**src/rtl/free_to_one_of_n_arb_pkg.sv**
```systemverilog
// free_arb_pkg: shared types and winner-selection helpers for the
// free_to_one_of_n_arb slice.
//   state_t : arbiter FSM states (IDLE, GRANT, NULLW)
//   fp_pick : fixed priority, lowest asserted index wins (one-hot result)
//   rr_pick : round robin starting at ptr, wrapping modulo n (one-hot result)
// Request vectors are carried at N_MAX width; unused upper bits must be zero.
package free_arb_pkg;

  localparam int N_MAX = 16;
  localparam int PTR_W = $clog2(N_MAX);

  typedef enum logic [1:0] {
    IDLE  = 2'd0,
    GRANT = 2'd1,
    NULLW = 2'd2
  } state_t;

  // Isolate the lowest set bit: req & -req.
  function automatic logic [N_MAX-1:0] fp_pick(input logic [N_MAX-1:0] req);
    return req & (~req + N_MAX'(1));
  endfunction

  // First asserted channel at or after ptr, wrapping at n (n is the live
  // channel count, not N_MAX).
  function automatic logic [N_MAX-1:0] rr_pick(input logic [N_MAX-1:0] req,
                                               input logic [PTR_W-1:0] ptr,
                                               input int n);
    logic [N_MAX-1:0] win;
    logic [PTR_W-1:0] idx;
    bit               found;
    win   = '0;
    found = 1'b0;
    for (int k = 0; k < N_MAX; k++) begin
      if (k < n && !found) begin
        idx = PTR_W'((int'(ptr) + k) % n);
        if (req[idx]) begin
          win[idx] = 1'b1;
          found    = 1'b1;
        end
      end
    end
    return win;
  endfunction

endpackage

```
**src/rtl/free_to_one_of_n_arb_if.sv**
```systemverilog
// Handshake bundle between N free-running four-phase request sources, the
// arbiter and the downstream 1-of-N consumer.
//   inR      : request rails, one per channel
//   RCOMP    : per-channel completion back to the sources (== out_rail)
//   out_rail : 1-of-N output code, all-zero = NULL
//   outCOMP  : downstream completion (low = ready for DATA, high = ready for NULL)
// Modports: slave = arbiter side, master = environment side.
interface free_to_one_of_n_arb_if #(
  parameter int N = 4
);
  logic [N-1:0] inR;
  logic [N-1:0] RCOMP;
  logic [N-1:0] out_rail;
  logic         outCOMP;

  modport slave  (input  inR, outCOMP, output RCOMP, out_rail);
  modport master (output inR, outCOMP, input  RCOMP, out_rail);
endinterface

```
**src/rtl/free_arb_sync.sv**
```systemverilog
// free_arb_sync: STAGES-deep flop chain per bit, cleared by init.
// STAGES = 0 turns the block into a plain wire passthrough.
// Ports: clk, init (async, active-high), d[W] in, q[W] out.
module free_arb_sync #(
  parameter int W      = 1,
  parameter int STAGES = 2
) (
  input  logic         clk,
  input  logic         init,
  input  logic [W-1:0] d,
  output logic [W-1:0] q
);

  if (STAGES == 0) begin : g_pass
    logic unused_clk_init;
    assign unused_clk_init = clk ^ init;
    assign q = d;
  end else begin : g_chain
    logic [W-1:0] stg [STAGES];

    always_ff @(posedge clk or posedge init) begin
      if (init) begin
        for (int k = 0; k < STAGES; k++) stg[k] <= '0;
      end else begin
        stg[0] <= d;
        for (int k = 1; k < STAGES; k++) stg[k] <= stg[k-1];
      end
    end

    assign q = stg[STAGES-1];
  end

endmodule

```
**src/rtl/free_to_one_of_n_arb.sv**
```systemverilog
// free_to_one_of_n_arb: merges N free-running four-phase request channels
// into one registered 1-of-N code with NCL-style completion handshakes.
//   clk, init   : clock and asynchronous active-high reset
//   arb         : handshake bundle (inR, RCOMP, out_rail, outCOMP)
//   cnt_clr     : synchronous clear of grant counters   (FREE_ARB_CNT_EN)
//   grant_cnt   : saturating per-channel grant counters (FREE_ARB_CNT_EN),
//                 channel i at [i*CNT_W +: CNT_W]
// Optional feature macro: FREE_ARB_CNT_EN.
// FSM: IDLE -> GRANT (winner registered) -> NULLW (wait outCOMP low) -> IDLE.
module free_to_one_of_n_arb
  import free_arb_pkg::*;
#(
  parameter int N           = 4,
  parameter int SYNC_STAGES = 2,
  parameter int RR          = 1,
  parameter int CNT_W       = 16
) (
  input  logic                 clk,
  input  logic                 init,
`ifdef FREE_ARB_CNT_EN
  input  logic                 cnt_clr,
  output logic [N*CNT_W-1:0]   grant_cnt,
`endif
  free_to_one_of_n_arb_if.slave arb
);

  logic [N-1:0]     req_s;
  logic             comp_s;
  logic [N-1:0]     out_q;
  logic [PTR_W-1:0] ptr;
  state_t           state;

  logic [N_MAX-1:0] win_all;
  logic [N-1:0]     win;
  logic [PTR_W-1:0] gidx_nxt;
  logic             take;
  logic             release_ok;

  // Input synchroniser stage boundary: requests and downstream completion.
  free_arb_sync #(
    .W      (N + 1),
    .STAGES (SYNC_STAGES)
  ) u_sync (
    .clk  (clk),
    .init (init),
    .d    ({arb.outCOMP, arb.inR}),
    .q    ({comp_s, req_s})
  );

  always_comb begin
    win_all = (RR != 0) ? rr_pick(N_MAX'(req_s), ptr, N) : fp_pick(N_MAX'(req_s));
  end
  assign win = N'(win_all);

  always_comb begin
    gidx_nxt = '0;
    for (int i = 0; i < N; i++) begin
      if (win[i]) gidx_nxt = PTR_W'(i);
    end
  end

  assign take = (state == IDLE) && !comp_s && (|req_s);
  // out_q is one-hot(g) while in GRANT, so masking it selects inR[g].
  assign release_ok = !(|(req_s & out_q)) && comp_s;

  // Arbitration / output register stage boundary.
  always_ff @(posedge clk or posedge init) begin
    if (init) begin
      state <= IDLE;
      ptr   <= '0;
      out_q <= '0;
    end else begin
      case (state)
        IDLE: begin
          if (take) begin
            out_q <= win;
            state <= GRANT;
            if (RR != 0) begin
              ptr <= (gidx_nxt == PTR_W'(N - 1)) ? '0 : gidx_nxt + PTR_W'(1);
            end
          end
        end
        GRANT: begin
          if (release_ok) begin
            out_q <= '0;
            state <= NULLW;
          end
        end
        NULLW: begin
          if (!comp_s) state <= IDLE;
        end
        default: state <= IDLE;
      endcase
    end
  end

  assign arb.out_rail = out_q;
  assign arb.RCOMP    = out_q;

`ifdef FREE_ARB_CNT_EN
  logic [CNT_W-1:0] cnt [N];

  // Grant counter stage boundary: clear beats a coincident increment.
  always_ff @(posedge clk or posedge init) begin
    if (init) begin
      for (int i = 0; i < N; i++) cnt[i] <= '0;
    end else begin
      for (int i = 0; i < N; i++) begin
        if (cnt_clr) begin
          cnt[i] <= '0;
        end else if (take && win[i] && (cnt[i] != '1)) begin
          cnt[i] <= cnt[i] + CNT_W'(1);
        end
      end
    end
  end

  for (genvar i = 0; i < N; i++) begin : g_cnt_out
    assign grant_cnt[i*CNT_W +: CNT_W] = cnt[i];
  end
`else
  logic [CNT_W-1:0] unused_cnt_w;
  assign unused_cnt_w = '0;
`endif

endmodule

```
**src/flat_wrapper.sv**
```systemverilog
// flat-port wrapper written by rule: the top's interface ports become plain ports
module free_to_one_of_n_arb_flat import free_arb_pkg::*;
#(
  parameter int N           = 4,
  parameter int SYNC_STAGES = 2,
  parameter int RR          = 1,
  parameter int CNT_W       = 16
)
  (clk, init, arb_inR, arb_outCOMP, arb_RCOMP, arb_out_rail);
  free_to_one_of_n_arb_if #(.N(N)) arb_i ();
  input  logic clk;
  input  logic init;
  input wire logic [$bits(arb_i.inR)-1:0] arb_inR;
  input wire logic [$bits(arb_i.outCOMP)-1:0] arb_outCOMP;
  output wire logic [$bits(arb_i.RCOMP)-1:0] arb_RCOMP;
  output wire logic [$bits(arb_i.out_rail)-1:0] arb_out_rail;
  assign arb_i.inR = arb_inR;
  assign arb_i.outCOMP = arb_outCOMP;
  assign arb_RCOMP = arb_i.RCOMP;
  assign arb_out_rail = arb_i.out_rail;
  free_to_one_of_n_arb #(.N(N), .SYNC_STAGES(SYNC_STAGES), .RR(RR), .CNT_W(CNT_W)) u_core (.clk(clk), .init(init), .arb(arb_i));
endmodule
```
**config.mk**
```make
export PLATFORM = sky130hd
export DESIGN_NAME = free_to_one_of_n_arb_flat
export DESIGN_NICKNAME = d
export VERILOG_FILES = /design/src/rtl/free_to_one_of_n_arb_pkg.sv /design/src/rtl/free_to_one_of_n_arb_if.sv /design/src/rtl/free_arb_sync.sv /design/src/rtl/free_to_one_of_n_arb.sv /design/src/flat_wrapper.sv
export SDC_FILE = /design/constraint.sdc
export NUM_CORES = 1
export LEC_CHECK = 0
export ABC_CLOCK_PERIOD_IN_PS = 3500
export CORE_MARGIN = 5
export CORE_UTILIZATION = 49
export CTS_BUF_LIST = sky130_fd_sc_hd__clkbuf_8 sky130_fd_sc_hd__clkbuf_16
export DETAILED_ROUTE_END_ITERATION = 8
export HOLD_SLACK_MARGIN = 0.15
export PLACE_DENSITY = 0.74
export SYNTH_ARGS = -nofsm -noshare
export SYNTH_HDL_FRONTEND = slang
export SYNTH_SLANG_ARGS = --single-unit
```
**constraint.sdc**
```tcl
create_clock -name clk -period 3.5 [get_ports clk]
set_clock_uncertainty 0.2 [all_clocks]
set_input_delay 0.875 -clock clk [delete_from_list [all_inputs] [get_ports clk]]
set_output_delay 0.875 -clock clk [all_outputs]
set_load 0.05 [all_outputs]
```
### Word-level counts from Yosys, hierarchy flattened

Cells that the tools add are included.

* add/sub/neg operators: 4
* magnitude comparators: 8
* equal/unequal tests: 6
* mux-type cells: 39
* bitwise logic cells: 7
* reduce and logical (&&, ||, !) cells: 19

Operators by type and width (count)
* two-way mux 4 bit: 9
* < comparator 4 x 5 -> 1 bit, second input constant: 3
* two-way mux 1 bit: 14
* greater-or-equal comparator 4 x 1 -> 1 bit, second input constant: 3
* two-way mux 2 bit: 6
* OR 4 bit: 3
* binary-select mux 1 bit (select 3 bit): 3
* demux 1 bit (select 3 bit): 3
* one-hot mux 4 bit (2 select lines): 1
* OR reduction 4 bit: 2
* logical AND 1 bit: 7
* one-hot mux 2 bit (3 select lines): 1
* AND reduction 3 bit: 2
* OR reduction 2 bit: 3
* < comparator 2 x 5 -> 1 bit, second input constant: 1
* adder 2 x 1 -> 2 bit, second input constant: 2
* adder 2 bit, second input constant: 2
* bitwise AND 4 bit: 1
* == test 2 bit, second input constant: 2
* != test 2 x 1 -> 1 bit, second input constant: 2
* bitwise AND 1 bit, first input constant: 3
* binary-select mux 1 bit (select 2 bit): 1
* demux 1 bit (select 2 bit): 1
* == test 2 x 1 -> 1 bit, second input constant: 1
* 6 further kinds: 7

* register bits after elaboration: 18
* bits of input ports: 7
* word-level logic and storage cells: 88

### Depth between registers and ports, before layout

* depth in word-level cells: 21
* depth in mapped cells: 9
* gate-level depth less buffers: 8

### Cells and area by module

Synthesis repeated with hierarchy kept, for this count alone.

* cells, all modules: 107
* area, all modules: 1066.0 µm²

Modules (own cells, without submodules)
* free_to_one_of_n_arb: instances 1, cells an instance 91, area an instance 774.5 µm², sequential area each 200.2 µm²
* free_arb_sync: instances 1, cells an instance 16, area an instance 291.5 µm², sequential area each 250.2 µm²

### Least setup slack after synthesis

Ideal clock, no wire load.

* kind: register to register
* from: register u_core.ptr[0]
* to: register u_core.ptr[0]
* library setup time: 0.121 ns
* data arrival time: 2.199 ns
* path slack: 0.980 ns
* stages on the path, launching flop included: 9
* path buffers: 1
* period minus slack after synthesis: 2.520 ns
* path through: dfrtp_1 -> buf_6 -> inv_1 -> ha_1 -> mux4_1 -> nor4b_4 -> a221oi_1 -> nand2b_1 -> a22o_1

* longest elaborated chain between the ends: 21
* elaborated cells between the ends (all ways): 58

Ends and longest elaborated chain
* start: declaration: RTL line free_to_one_of_n_arb.sv:30 `logic [PTR_W-1:0] ptr;`
* start signal: assignment: RTL line free_to_one_of_n_arb.sv:79 `ptr <= (gidx_nxt == PTR_W'(N - 1)) ? '0 : gidx_nxt + PTR_W'(1);`
* adder 2 x 1 -> 2 bit: RTL line free_to_one_of_n_arb_pkg.sv:35 `idx = PTR_W'((int'(ptr) + k) % n);`
* OR reduction 2 bit (no source line)
* bitwise AND 1 bit (no source line)
* < comparator 4 x 5 -> 1 bit (implied by the code) / greater-or-equal comparator 4 x 1 -> 1 bit (equally long branches): RTL line free_to_one_of_n_arb_pkg.sv:37 `win[idx] = 1'b1;`
* logical AND 1 bit (implied by the code): RTL line free_to_one_of_n_arb_pkg.sv:37
* two-way mux 1 bit (implied by the code): RTL line free_to_one_of_n_arb_pkg.sv:37
* demux 1 bit (select 3 bit)
* OR 4 bit (no source line)
* [... 5 more ...]
* OR 4 bit (no source line)
* two-way mux 4 bit: RTL line free_to_one_of_n_arb_pkg.sv:36 `if (req[idx]) begin`
* two-way mux 4 bit (*): RTL line free_to_one_of_n_arb_pkg.sv:34 `if (k < n && !found) begin`
* two-way mux 1 bit: RTL line free_to_one_of_n_arb.sv:58 `if (win[i]) gidx_nxt = PTR_W'(i);`
* two-way mux 2 bit: RTL line free_to_one_of_n_arb.sv:58
* two-way mux 2 bit (*): RTL line free_to_one_of_n_arb.sv:58
* adder 2 x 1 -> 2 bit / == test 2 bit (equally long branches): RTL line free_to_one_of_n_arb.sv:79
* two-way mux 2 bit (*): RTL line free_to_one_of_n_arb.sv:79

Mark *: on every way between the ends. The rest lies on a longest branch, timed or not. The select of a mux whose other input is x is not followed.
A chain may end at the register's enable or synchronous reset.

### Worst setup path in the final report

Ends and elaborated chain as after synthesis.

==> flow_summary_export.csv <==
group,metric,value,unit
die,io_pins,15,
place,place_hpwl,1238,um
cts,ctsResizeCount,0,
layout,fillers,149,
route,wire_per_inst,13.37,um
die,fp.dieW,53.47,um
logic_synthesis,synth_top_family_by_area,"simple AND/OR/NAND/NOR gates",
setup_path,cp_data_required_time,3.43,ns
place,place_congestion,0.9444,
logic_synthesis,synthMuxAreaShare,10.14,%
timing,grt_setup_unrepaired,"no",
cts,cts-root-buf,"clkbuf_8",
setup_path,slowest_delay,0.56,ns
timing,fin_crit,2.804,ns
layout,diodes,0,
pwr,p_per_area,900.3,mW/mm^2
setup_path,cp_slowest_cell,"mux4_1",
cts,clock_path_buffers,2,
timing,worst_pin_slew,0.6794,ns
logic_synthesis,synth-compound-area-share,14.05,%
setup_path,worst-r2r-cell-count,7,
grt,grtUsageTotal,14.07,%
logic_synthesis,synth_xor_area_share,0,%
route,first_pass_iters,5,
route,routed_wl,1604,um
logic_synthesis,ys.flop_type,"dfrtp_1",
grt,grt_pass1_vias,681,
pwr,total_leakage_power,0.4802,nW
cts,clk_pin_slew,0.06,ns
timing,setup_viol,0,
place,port_buffers,14,
logic_synthesis,synthTopCellsByArea,"dfrtp_1 (49%), mux4_2 (7.3%), ha_1 (6.8%)",
layout,multiInputGateArea,419.2,um^2
setup_path,cp_data_arrival_time,2.73,ns
timing,hold_viol,0,
die,initial_core_util,52.48,%
layout,final_cells,120,
timing,report.final.slew_viol_count,0,
layout,ff_latch_area,450.4,um^2
route,antenna_left,0,
logic_synthesis,synth_enable_flop_cells,0,
timing,layout_worst_path_cycle_share,80.10,%
logic_synthesis,synth.distinct_cells,25,
grt,grt_pass1_wl,2918,um
logic_synthesis,synthAdderAreaFrac,6.757,%
logic_synthesis,synth_common_cells,"dfrtp_1 (18), nand2_1 (14), o21ai_0 (8)",
setup_path,start_kind,"flip-flop",
die,die_height,53.47,um
die,fp.dieArea,0.002859,mm^2
setup_path,critPathCaptureType,"flip-flop",
grt,grt_max_degree,19,
timing,finalSetupTns,0,ns
layout,final_net_count,108,
route,drc,0,
route,via_per_inst,5.575,
logic_synthesis,yosys.area.top_type,"dfrtp_1",
worst_hold_path,min_path_cells,0,
setup_path,path_class,"flip-flop to flip-flop",
cts,clk_latency,0.25,ns
layout,area_growth,24.05,%
place,place_inst,113,
logic_synthesis,yosysMostFrequentCell,"dfrtp_1",
logic_synthesis,yosysSeqAreaShare,48.65,%
cts,clock_sinks,18,
grt,antenna_found_initial,0,
logic_synthesis,synth_simple_gate_area_share,14.32,%
logic_synthesis,netlist_instances,78,
cts,cts_buffers,3,
setup_path,path_delay_family,"compound AO/OA/AOI/OAI gates",
cts,cts_tree,"yes",
route,drtIter0Drc,17,
timing,fmax,356.7,MHz
setup_path,crit_path_cell_trace,"inv_1 -> ha_1 -> mux4_1 -> nor4b_4 -> a221oi_1 -> nand2b_1 -> a22o_1",
setup_path,worstSetupPathDepth,7,
layout,drive_gt1_share,11.58,%
logic_synthesis,syn_nets,90,
route,vias,669,
timing,relSlewSlack,54.11,%
logic_synthesis,synth_area_per_cell,11.87,um^2
logic_synthesis,yosysWarningCount,0,
logic_synthesis,synth_area,925.9,um^2
worst_hold_path,hold_path_class,"flip-flop to flip-flop",
logic_synthesis,synth.top_cell.area_share,48.65,%
timing,holdWs,0.1517,ns
setup_path,path_max_fanout,9,
flow_run,cap_violations,0,
die,core-area,0.001764,mm^2
logic_synthesis,async_flop_share,100.0,%
grt,grt-ovfl-total,0,
pwr,ir_drop,0.0005288,V
status,outcome,"complete, no violations",
setup_path,cp_num_buf_inv,1,
logic_synthesis,synth-seq-cells,18,
cts,htreeDepth,1,
die,fp-row-count,15,
[path summary, 6_finish.rpt]
kind	start	to	slack, ns
max	u_core.ptr[0]	u_core.ptr[0]	0.70
min	u_core.u_sync.g_chain.stg[8]	u_core.u_sync.q[3]	0.15
max reg2reg	u_core.ptr[0]	u_core.ptr[0]	0.70
min reg2reg	u_core.u_sync.g_chain.stg[8]	u_core.u_sync.q[3]	0.15
max in group asynchronous	init	u_core.ptr[0]	1.89
min in group asynchronous	init	u_core.u_sync.q[4]	0.80
[cell type report]
class,instances,area share [%]
clock buffers,4,4.793
inverters,4,1.307
multi-input cells,51,36.49
flip-flops and latches,18,39.22
well taps,25,2.723
repair buffers,18,15.47
[kinds of logic (layout without fill, tap and decap cells)]
logic type / count (synthesis) / count (layout)
AND/OR/NAND/NOR: 24 / 24
AO/OA/AOI/OAI: 18 / 18
flip-flops: 18 / 18
buffers and inverters: 9 / 26
adder cells (fa/ha/maj): 5 / 5
multiplexers: 4 / 4
[worst register-to-register path: cells and delay by family (launching register included)]
family / cells / cell delay, ns
AO/OA/AOI/OAI: 2 / 0.64
adder cells (fa/ha/maj): 1 / 0.33
buffers and inverters: 1 / 0.13
flip-flops: 1 / 0.55
multiplexers: 1 / 0.56
AND/OR/NAND/NOR: 2 / 0.27
[layer usage]
layer  GRT usage, %  part of all wire [%]  routed length (um)
met4          3.404                     0                   0
met3          5.070                   7.9                 126
met5              0                     0                   0
met1          16.70                    44                 706
met2          23.88                    48                 771
[power breakdown]
| part | internal (W) | switching (W) |
|---|---|---|
| clock | 0.0000997 | 0.0000621 |
| combinational | 0.000236 | 0.000322 |
| sequential | 0.000253 | 0.0000606 |
[per-stage QoR]
stage	util, %	total power (W)	worst slack (ns)	cell area, um^2
finish	65.11	0.001034	0.6964	1149
CTS	65.11	0.001037	0.6836	1149
floorplan	-	0.0007567	0.9801	925.9
detailed placement	60.28	0.0008681	0.7267	1064
global placement	60.28	0.0008508	0.8061	1064
global route	65.11	0.001104	0.5360	1149
[placed cells by master (no fill, tap or decap)]
| cell type | synthesis | routed |
|---|---|---|
| and2_1 | 1 | 1 |
| nand3b_1 | 2 | 2 |
| a222oi_1 | 1 | 1 |
| a22o_1 | 2 | 2 |
| a221oi_2 | 1 | 1 |
| nor3b_1 | 1 | 1 |
| o21ai_0 | 8 | 8 |
| dfrtp_1 | 18 | 18 |
| a221o_2 | 1 | 1 |
| a221oi_1 | 2 | 2 |
| nand2_1 | 14 | 14 |
| mux4_2 | 3 | 3 |
| clkbuf_8 | 0 | 4 |
| nor2_1 | 1 | 1 |
| nand2b_1 | 2 | 2 |
| clkdlybuf4s50_1 | 0 | 14 |
| inv_1 | 4 | 4 |
| ha_1 | 5 | 5 |
| o21ai_1 | 1 | 1 |
| and3_1 | 1 | 1 |
| nor4b_4 | 1 | 1 |
| nor3_1 | 1 | 1 |
| mux4_1 | 1 | 1 |
| dlygate4sd3_1 | 0 | 3 |
| o41ai_1 | 1 | 1 |
| buf_4 | 4 | 1 |
| a21oi_1 | 1 | 1 |
[what timing repair did]
item                      CTS  global route
hold endpoints to repair    3             0
hold buffers                3             0
setup buffers               0             0
[sequential cells by signal (all words and copies together) (netlist names)]
| signal | flops |
|---|---|
| u_core.u_sync.q | 5 |
| u_core.ptr | 2 |
| u_core.u_sync.g_chain.stg | 5 |
| u_core.state | 2 |
| u_core.arb.RCOMP | 4 |
(Power assumes the default switching activity.)
